## src/rtl/control_multiciclo_pkg.sv

```systemverilog
// rtl/control_multiciclo_pkg.sv - shared states, opcodes and control encodings for control_multiciclo
package control_multiciclo_pkg;

    typedef enum logic [2:0] {
        S_FETCH,
        S_DECODE,
        S_EXECUTE,
        S_MEMORY,
        S_WRITEBACK,
        S_TRAP
    } state_t;

    localparam logic [6:0] OPC_OP     = 7'b0110011;
    localparam logic [6:0] OPC_OP_IMM = 7'b0010011;
    localparam logic [6:0] OPC_LOAD   = 7'b0000011;
    localparam logic [6:0] OPC_STORE  = 7'b0100011;
    localparam logic [6:0] OPC_BRANCH = 7'b1100011;
    localparam logic [6:0] OPC_JAL    = 7'b1101111;
    localparam logic [6:0] OPC_LUI    = 7'b0110111;
    localparam logic [6:0] OPC_AUIPC  = 7'b0010111;

    typedef enum logic [3:0] {
        ALU_ADD  = 4'd0,
        ALU_SUB  = 4'd1,
        ALU_AND  = 4'd2,
        ALU_OR   = 4'd3,
        ALU_XOR  = 4'd4,
        ALU_SLL  = 4'd5,
        ALU_SRL  = 4'd6,
        ALU_SRA  = 4'd7,
        ALU_SLT  = 4'd8,
        ALU_SLTU = 4'd9
    } alu_op_t;

    typedef enum logic [1:0] {
        WB_ALU = 2'd0,
        WB_IMM = 2'd1,
        WB_MEM = 2'd2,
        WB_PC  = 2'd3
    } wb_sel_t;

    // funct7 bit 5 selects SUB only for register-register ops; SRA/SRL for both forms
    function automatic alu_op_t alu_from_funct(input logic [2:0] funct3,
                                               input logic       funct7_b5,
                                               input logic       is_reg);
        case (funct3)
            3'b000:  return (is_reg && funct7_b5) ? ALU_SUB : ALU_ADD;
            3'b001:  return ALU_SLL;
            3'b010:  return ALU_SLT;
            3'b011:  return ALU_SLTU;
            3'b100:  return ALU_XOR;
            3'b101:  return funct7_b5 ? ALU_SRA : ALU_SRL;
            3'b110:  return ALU_OR;
            default: return ALU_AND;
        endcase
    endfunction

endpackage

```

## src/rtl/control_multiciclo_imm_gen.sv

```systemverilog
// rtl/control_multiciclo_imm_gen.sv - combinational I/S/B/U/J immediate extraction (module imm_gen)
module imm_gen
    import control_multiciclo_pkg::*;
(
    input  logic [31:0] instr,
    output logic [31:0] imm
);

    always_comb begin
        case (instr[6:0])
            OPC_STORE:          imm = {{20{instr[31]}}, instr[31:25], instr[11:7]};
            OPC_BRANCH:         imm = {{20{instr[31]}}, instr[7], instr[30:25], instr[11:8], 1'b0};
            OPC_LUI, OPC_AUIPC: imm = {instr[31:12], 12'b0};
            OPC_JAL:            imm = {{12{instr[31]}}, instr[19:12], instr[20], instr[30:21], 1'b0};
            default:            imm = {{20{instr[31]}}, instr[31:20]};
        endcase
    end

endmodule

```

## src/rtl/control_multiciclo.sv

```systemverilog
// rtl/control_multiciclo.sv - multicycle RV32 subset control unit; CONTROL_TRAP_EN enables the TRAP state
module control_multiciclo
    import control_multiciclo_pkg::*;
#(
    parameter logic [31:0] RESET_PC = 32'h0000_0000
) (
    input  logic        clk,
    input  logic        rst,
    input  logic [31:0] instr,
    input  logic        instr_valid,
    output logic        instr_req,
    input  logic [31:0] address,
    input  logic        flagZ,
    input  logic        flagError,
    input  logic        mem_ready,
    output logic        mem_re,
    output logic        mem_we,
    output logic [31:0] PC,
    output logic [31:0] imm,
    output logic [4:0]  rs1,
    output logic [4:0]  rs2,
    output logic [4:0]  rd,
    output logic [3:0]  SEL_OP,
    output logic [1:0]  Sel_Reg_In,
    output logic        srcA_SEL,
    output logic        srcB_SEL,
    output logic        RD_WE,
    output logic        trap
);

    state_t      state_q, state_d;
    logic [31:0] ir_q, pc_q, target_q, pc_d;
    logic        run_q, pc_load;
    logic [6:0]  opcode;
    logic [2:0]  funct3;
    logic [31:0] pc_plus4, pc_plus_imm;
    logic        branch_taken, supported, decode_trap, exec_error;
    alu_op_t     alu_op;
    wb_sel_t     wb_sel;
    logic        src_a, src_b;

    assign opcode      = ir_q[6:0];
    assign funct3      = ir_q[14:12];
    assign rs1         = ir_q[19:15];
    assign rs2         = ir_q[24:20];
    assign rd          = ir_q[11:7];
    assign pc_plus4    = pc_q + 32'd4;
    assign pc_plus_imm = pc_q + imm;

    imm_gen u_imm_gen (
        .instr (ir_q),
        .imm   (imm)
    );

    assign branch_taken = ((funct3 == 3'b000) && flagZ) || ((funct3 == 3'b001) && !flagZ);

    always_comb begin
        alu_op    = ALU_ADD;
        src_a     = 1'b0;
        src_b     = 1'b0;
        wb_sel    = WB_ALU;
        supported = 1'b1;
        case (opcode)
            OPC_OP:     alu_op = alu_from_funct(funct3, ir_q[30], 1'b1);
            OPC_OP_IMM: begin alu_op = alu_from_funct(funct3, ir_q[30], 1'b0); src_b = 1'b1; end
            OPC_LOAD:   begin src_b = 1'b1; wb_sel = WB_MEM; end
            OPC_STORE:  src_b = 1'b1;
            OPC_BRANCH: alu_op = ALU_SUB;
            OPC_JAL:    begin src_a = 1'b1; src_b = 1'b1; wb_sel = WB_PC; end
            OPC_LUI:    begin src_b = 1'b1; wb_sel = WB_IMM; end
            OPC_AUIPC:  begin src_a = 1'b1; src_b = 1'b1; end
            default:    supported = 1'b0;
        endcase
    end

`ifdef CONTROL_TRAP_EN
    assign decode_trap = !supported;
    assign exec_error  = flagError;
    assign trap        = (state_q == S_TRAP);
`else
    logic unused_cfg;
    assign decode_trap = 1'b0;
    assign exec_error  = 1'b0;
    assign trap        = 1'b0;
    assign unused_cfg  = flagError ^ supported;
`endif

    logic unused_address;
    assign unused_address = ^address;

    always_comb begin
        state_d = state_q;
        pc_load = 1'b0;
        pc_d    = pc_plus4;
        case (state_q)
            S_FETCH:   if (run_q && instr_valid) state_d = S_DECODE;
            S_DECODE:  state_d = decode_trap ? S_TRAP : S_EXECUTE;
            S_EXECUTE: begin
                if (exec_error) begin
                    state_d = S_TRAP;
                end else begin
                    case (opcode)
                        OPC_LOAD, OPC_STORE: state_d = S_MEMORY;
                        OPC_OP, OPC_OP_IMM, OPC_JAL, OPC_LUI, OPC_AUIPC: state_d = S_WRITEBACK;
                        OPC_BRANCH: begin
                            state_d = S_FETCH;
                            pc_load = 1'b1;
                            pc_d    = branch_taken ? pc_plus_imm : pc_plus4;
                        end
                        default: begin
                            state_d = S_FETCH;
                            pc_load = 1'b1;
                        end
                    endcase
                end
            end
            S_MEMORY: begin
                if (mem_ready) begin
                    if (opcode == OPC_LOAD) begin
                        state_d = S_WRITEBACK;
                    end else begin
                        state_d = S_FETCH;
                        pc_load = 1'b1;
                    end
                end
            end
            S_WRITEBACK: begin
                state_d = S_FETCH;
                pc_load = 1'b1;
                pc_d    = (opcode == OPC_JAL) ? target_q : pc_plus4;
            end
            S_TRAP:  state_d = S_TRAP;
            default: state_d = S_FETCH;
        endcase
    end

    // run_q keeps instr_req low until the first clock edge after reset release
    always_ff @(posedge clk or negedge rst) begin
        if (!rst) begin
            state_q  <= S_FETCH;
            pc_q     <= RESET_PC;
            ir_q     <= '0;
            target_q <= '0;
            run_q    <= 1'b0;
        end else begin
            state_q <= state_d;
            run_q   <= 1'b1;
            if (state_q == S_FETCH && run_q && instr_valid) ir_q <= instr;
            if (state_q == S_EXECUTE) target_q <= pc_plus_imm;
            if (pc_load) pc_q <= pc_d;
        end
    end

    assign instr_req  = run_q && (state_q == S_FETCH);
    assign mem_re     = (state_q == S_MEMORY) && (opcode == OPC_LOAD);
    assign mem_we     = (state_q == S_MEMORY) && (opcode == OPC_STORE);
    assign RD_WE      = (state_q == S_WRITEBACK) && (rd != 5'd0);
    assign PC         = (state_q == S_WRITEBACK && opcode == OPC_JAL) ? pc_plus4 : pc_q;
    assign SEL_OP     = alu_op;
    assign Sel_Reg_In = wb_sel;
    assign srcA_SEL   = src_a;
    assign srcB_SEL   = src_b;

endmodule

```

## config.mk

```make
export PLATFORM = sky130hd
export DESIGN_NAME = control_multiciclo
export DESIGN_NICKNAME = d
export VERILOG_FILES = /design/src/rtl/control_multiciclo_pkg.sv /design/src/rtl/control_multiciclo_imm_gen.sv /design/src/rtl/control_multiciclo.sv
export SDC_FILE = /design/constraint.sdc
export NUM_CORES = 1
export LEC_CHECK = 0
export BUFFER_PORTS_ARGS = -buffer_cell sky130_fd_sc_hd__buf_4
export CAP_MARGIN = 40
export CORE_MARGIN = 1.5
export CORE_UTILIZATION = 56
export CTS_CLUSTER_SIZE = 30
export DETAILED_ROUTE_END_ITERATION = 6
export PLACE_DENSITY = 0.88
export SYNTH_ARGS = -nofsm -noshare
export SYNTH_HDL_FRONTEND = slang
export SYNTH_SLANG_ARGS = --single-unit
```

## constraint.sdc

```tcl
create_clock -name clk -period 4.1 [get_ports clk]
set_input_delay 0.205 -clock clk [delete_from_list [all_inputs] [get_ports clk]]
set_output_delay 0.205 -clock clk [all_outputs]
set_load 0.005 [all_outputs]
```

==> results_dict.tcl <==
set metrics [dict create \
    relSlewSlack 0.391 \
    yosysWarnings 0 \
    fillerInstances 1054 \
    status "finished, final reports clean" \
    cts_made_buffers 9 \
    final_area_um2 8850 \
    cp.required_ns 4.33 \
    intPower_uw 3950 \
    dp_hpwl_um 16000 \
    clock_latency_ns 0.36 \
    postRouteAntennaNets 0 \
    holdWs_ns 0.0629 \
    grt-ovfl-total 0 \
    start_util 0.573 \
    min_period_ns 3.89 \
    drt_iter0_drc 773 \
    io_buffers 127 \
    ys_seq_area_frac 0.331 \
    final_core_util 0.671 \
    cts_root_buf "clkbuf_16" \
    vias 7196 \
    firstDrtPassIters 5 \
    grt_pass1_vias 6817 \
    power_uw 7290 \
    drc 0 \
    syn_avg_cell_area_um2 8.50 \
    num_antenna_cells 0 \
    regToRegSetupSlack_ns 0.21 \
    grt_pass1_wl_um 35500 \
    r2r_end "target_q[29]$_DFFE_PN0P_" \
    globalplace.congestion 1.03 \
    htreeDepth 3 \
    placedInstanceArea_um2 8500 \
    setup_viol 0 \
    layout_commonest_cell "buf_4" \
    endpoint "target_q[29]$_DFFE_PN0P_" \
    final_cell_mix "149 x buf_4, 108 x nand2_1, 100 x dfrtp_1" \
    hold_class "in2reg" \
    core-area_um2 13200 \
    power_frac_clock 0.132 \
    syn2layout_area_growth_pct 17.1 \
    clkTransAtPathRegs_ns 0.08 \
    rows 42 \
    die-width_um 119 \
    cts_num_sinks 100 \
    die_h_um 119 \
    ys_types 70 \
    criticalPathCategory "reg2reg" \
    finalHoldViolCount 0 \
    cp-end-kind "flip-flop" \
    power.switching_uw 3340 \
    dieArea_um2 14200 \
    cp_max_fo 11 \
    seqPwrFrac 0.259 \
    startpoint_type "flip-flop" \
    io_pins 162 \
    wl_per_cell_um 19.2 \
    crit_arrival_ns 4.12 \
    cts_tree "built" \
    finalCritPeriodShare 0.949 \
    drive_above_1_share 0.224 \
    async_flop_share 1.00 \
    synth_edf_count 0 \
    via_per_inst 6.25 \
    netlist_area_um2 7560 \
    power_leakage_uw 0.00411 \
    worstReg2RegStart "ir_q[0]$_DFFE_PN0P_" \
    syn_inst 889 \
    synth_seq_cells 100 \
    drv_cap 0 \
    p_sw_frac 0.458 \
    nNetsFinal 1073 \
    synth_nets 992 \
    irDropWorstVdd_uv 449 \
    synth_ff_type "dfrtp_1" \
    skew_ns 0.0107 \
    drv_slew 0 \
    worstMarginPinSlew_ns 0.900 \
    cts_buffer_depth 2 \
    fmax_ghz 0.257 \
    wirelength_um 22100 \
    power_density_nw_per_um2 824 \
    r2r_cells 13 \
    antenna_found_initial 0 \
    combPwrFrac 0.608 \
    cp-startpoint "ir_q[0]$_DFFE_PN0P_" \
    grt_max_degree 62 \
    grt_use_total 0.317 \
]
sequential cells by signal (all words and copies together), names as in the netlist:
register and count:
ir_q 32, pc_q 32, state_q 3, target_q 32
run_q 1
worst max-delay path, stage by stage (launching register included):
cell and delay [ns]:
dfrtp_1 0.39, nand3_1 0.28, nor2_1 0.18, nor2b_1 0.61, a21o_1 0.25, ha_1 0.37
a21o_1 0.21, a31oi_1 0.36, o21bai_1 0.17, a211o_1 0.32, a21oi_1 0.15, o31a_1 0.21
xor2_1 0.16, o21ai_0 0.09
power groups by stage:
stage	Clock, µW	Sequential [µW]	Combinational, µW
after floorplan	0	1650	3220
after global placement	0	1860	4210
after detailed placement	0	1880	4300
after CTS	974	1870	4350
after global routing	1010	1940	4830
final	965	1890	4430
through the flow:
step | cells | worst slack (ns) | setup TNS (ns)
CTS | 1151 | 0.164 | 0
detailed placement | 1134 | 0.193 | 0
floorplan | 889 | 0.470 | 0
finish | 1151 | 0.209 | 0
global route | 1151 | -0.00813 | -0.00813
global placement | 1134 | 0.287 | 0
layout make-up:
cell class              instances  area [µm²]  share of cell area
flip-flops and latches        100        2500               0.283
repair buffers                150        1130               0.128
clock inverters                 6        93.8              0.0106
clock buffers                  10         239              0.0270
multi-input cells             699        4630               0.523
inverters                      10        37.5             0.00424
well taps                     176         220              0.0249
cell families after synthesis:
| logic type | synth area share |
|---|---|
| compound gates | 0.214 |
| xor+xnor | 0.0881 |
| fa+ha+maj | 0.0556 |
| buf+inv | 0.0576 |
| flops | 0.331 |
| mux | 0.0619 |
| other cells | 0.000994 |
| simple gates | 0.191 |
cell usage after synthesis (4+ instances only):
master      n  share of area
and3_1      8         0.0066
nand4_1    16          0.013
ha_1       32          0.053
o211ai_1    7         0.0070
buf_2      11         0.0073
a31oi_1     4         0.0033
a21oi_1    48          0.032
inv_1      10         0.0050
nand3_1    29          0.019
o21ai_0    64          0.042
nand2b_1    5         0.0041
xor2_1     33          0.038
nor2_1     71          0.035
a21o_1     34          0.034
and2_1      8         0.0066
nor3_1     17          0.011
nand2_1   108          0.054
mux2i_1     4         0.0053
a22o_1      8         0.0093
o21ai_1     4         0.0026
mux2_2     38          0.057
o31ai_1     7         0.0070
a221oi_1   10          0.012
xnor2_1    43          0.050
o21a_1     10         0.0099
o21bai_1    7         0.0070
a22oi_1    14          0.014
buf_4      22          0.022
clkbuf_1   42          0.021
dfrtp_1   100           0.33
nor2b_1    14          0.012
buf_1       4         0.0020
repair_timing:
item	in CTS	in global routing
setup buffers	0	0
endpoints found under the setup margin	0	4
gates resized for setup	0	1
hold endpoints to repair	60	0
hold buffers	1	0
routing by layer:
metal  vias to the layer above  wire [µm]  GRT usage
met5                         -          0          0
met4                         0       1200      0.179
li1                       3317          -          -
met1                      3388       8720      0.423
met2                       405      10100      0.493
met3                        86       2080     0.0479
how the worst min path moves through the flow:
stage / start / end / slack, ns / cells after the start
6_report: mem_ready / state_q[0]$_DFFE_PN0P_ / 0.06 / 2
5_1_grt: mem_ready / state_q[0]$_DFFE_PN0P_ / 0.06 / 2
4_1_cts: mem_ready / state_q[0]$_DFFE_PN0P_ / 0.05 / 2
3_5_place_dp: rst / ir_q[13]$_DFFE_PN0P_ / 0.33 / 1
3_3_place_gp: rst / ir_q[13]$_DFFE_PN0P_ / 0.33 / 1
2_1_floorplan: rst / ir_q[0]$_DFFE_PN0P_ / -0.09 / 0
Power figures use the tool's default switching activity.
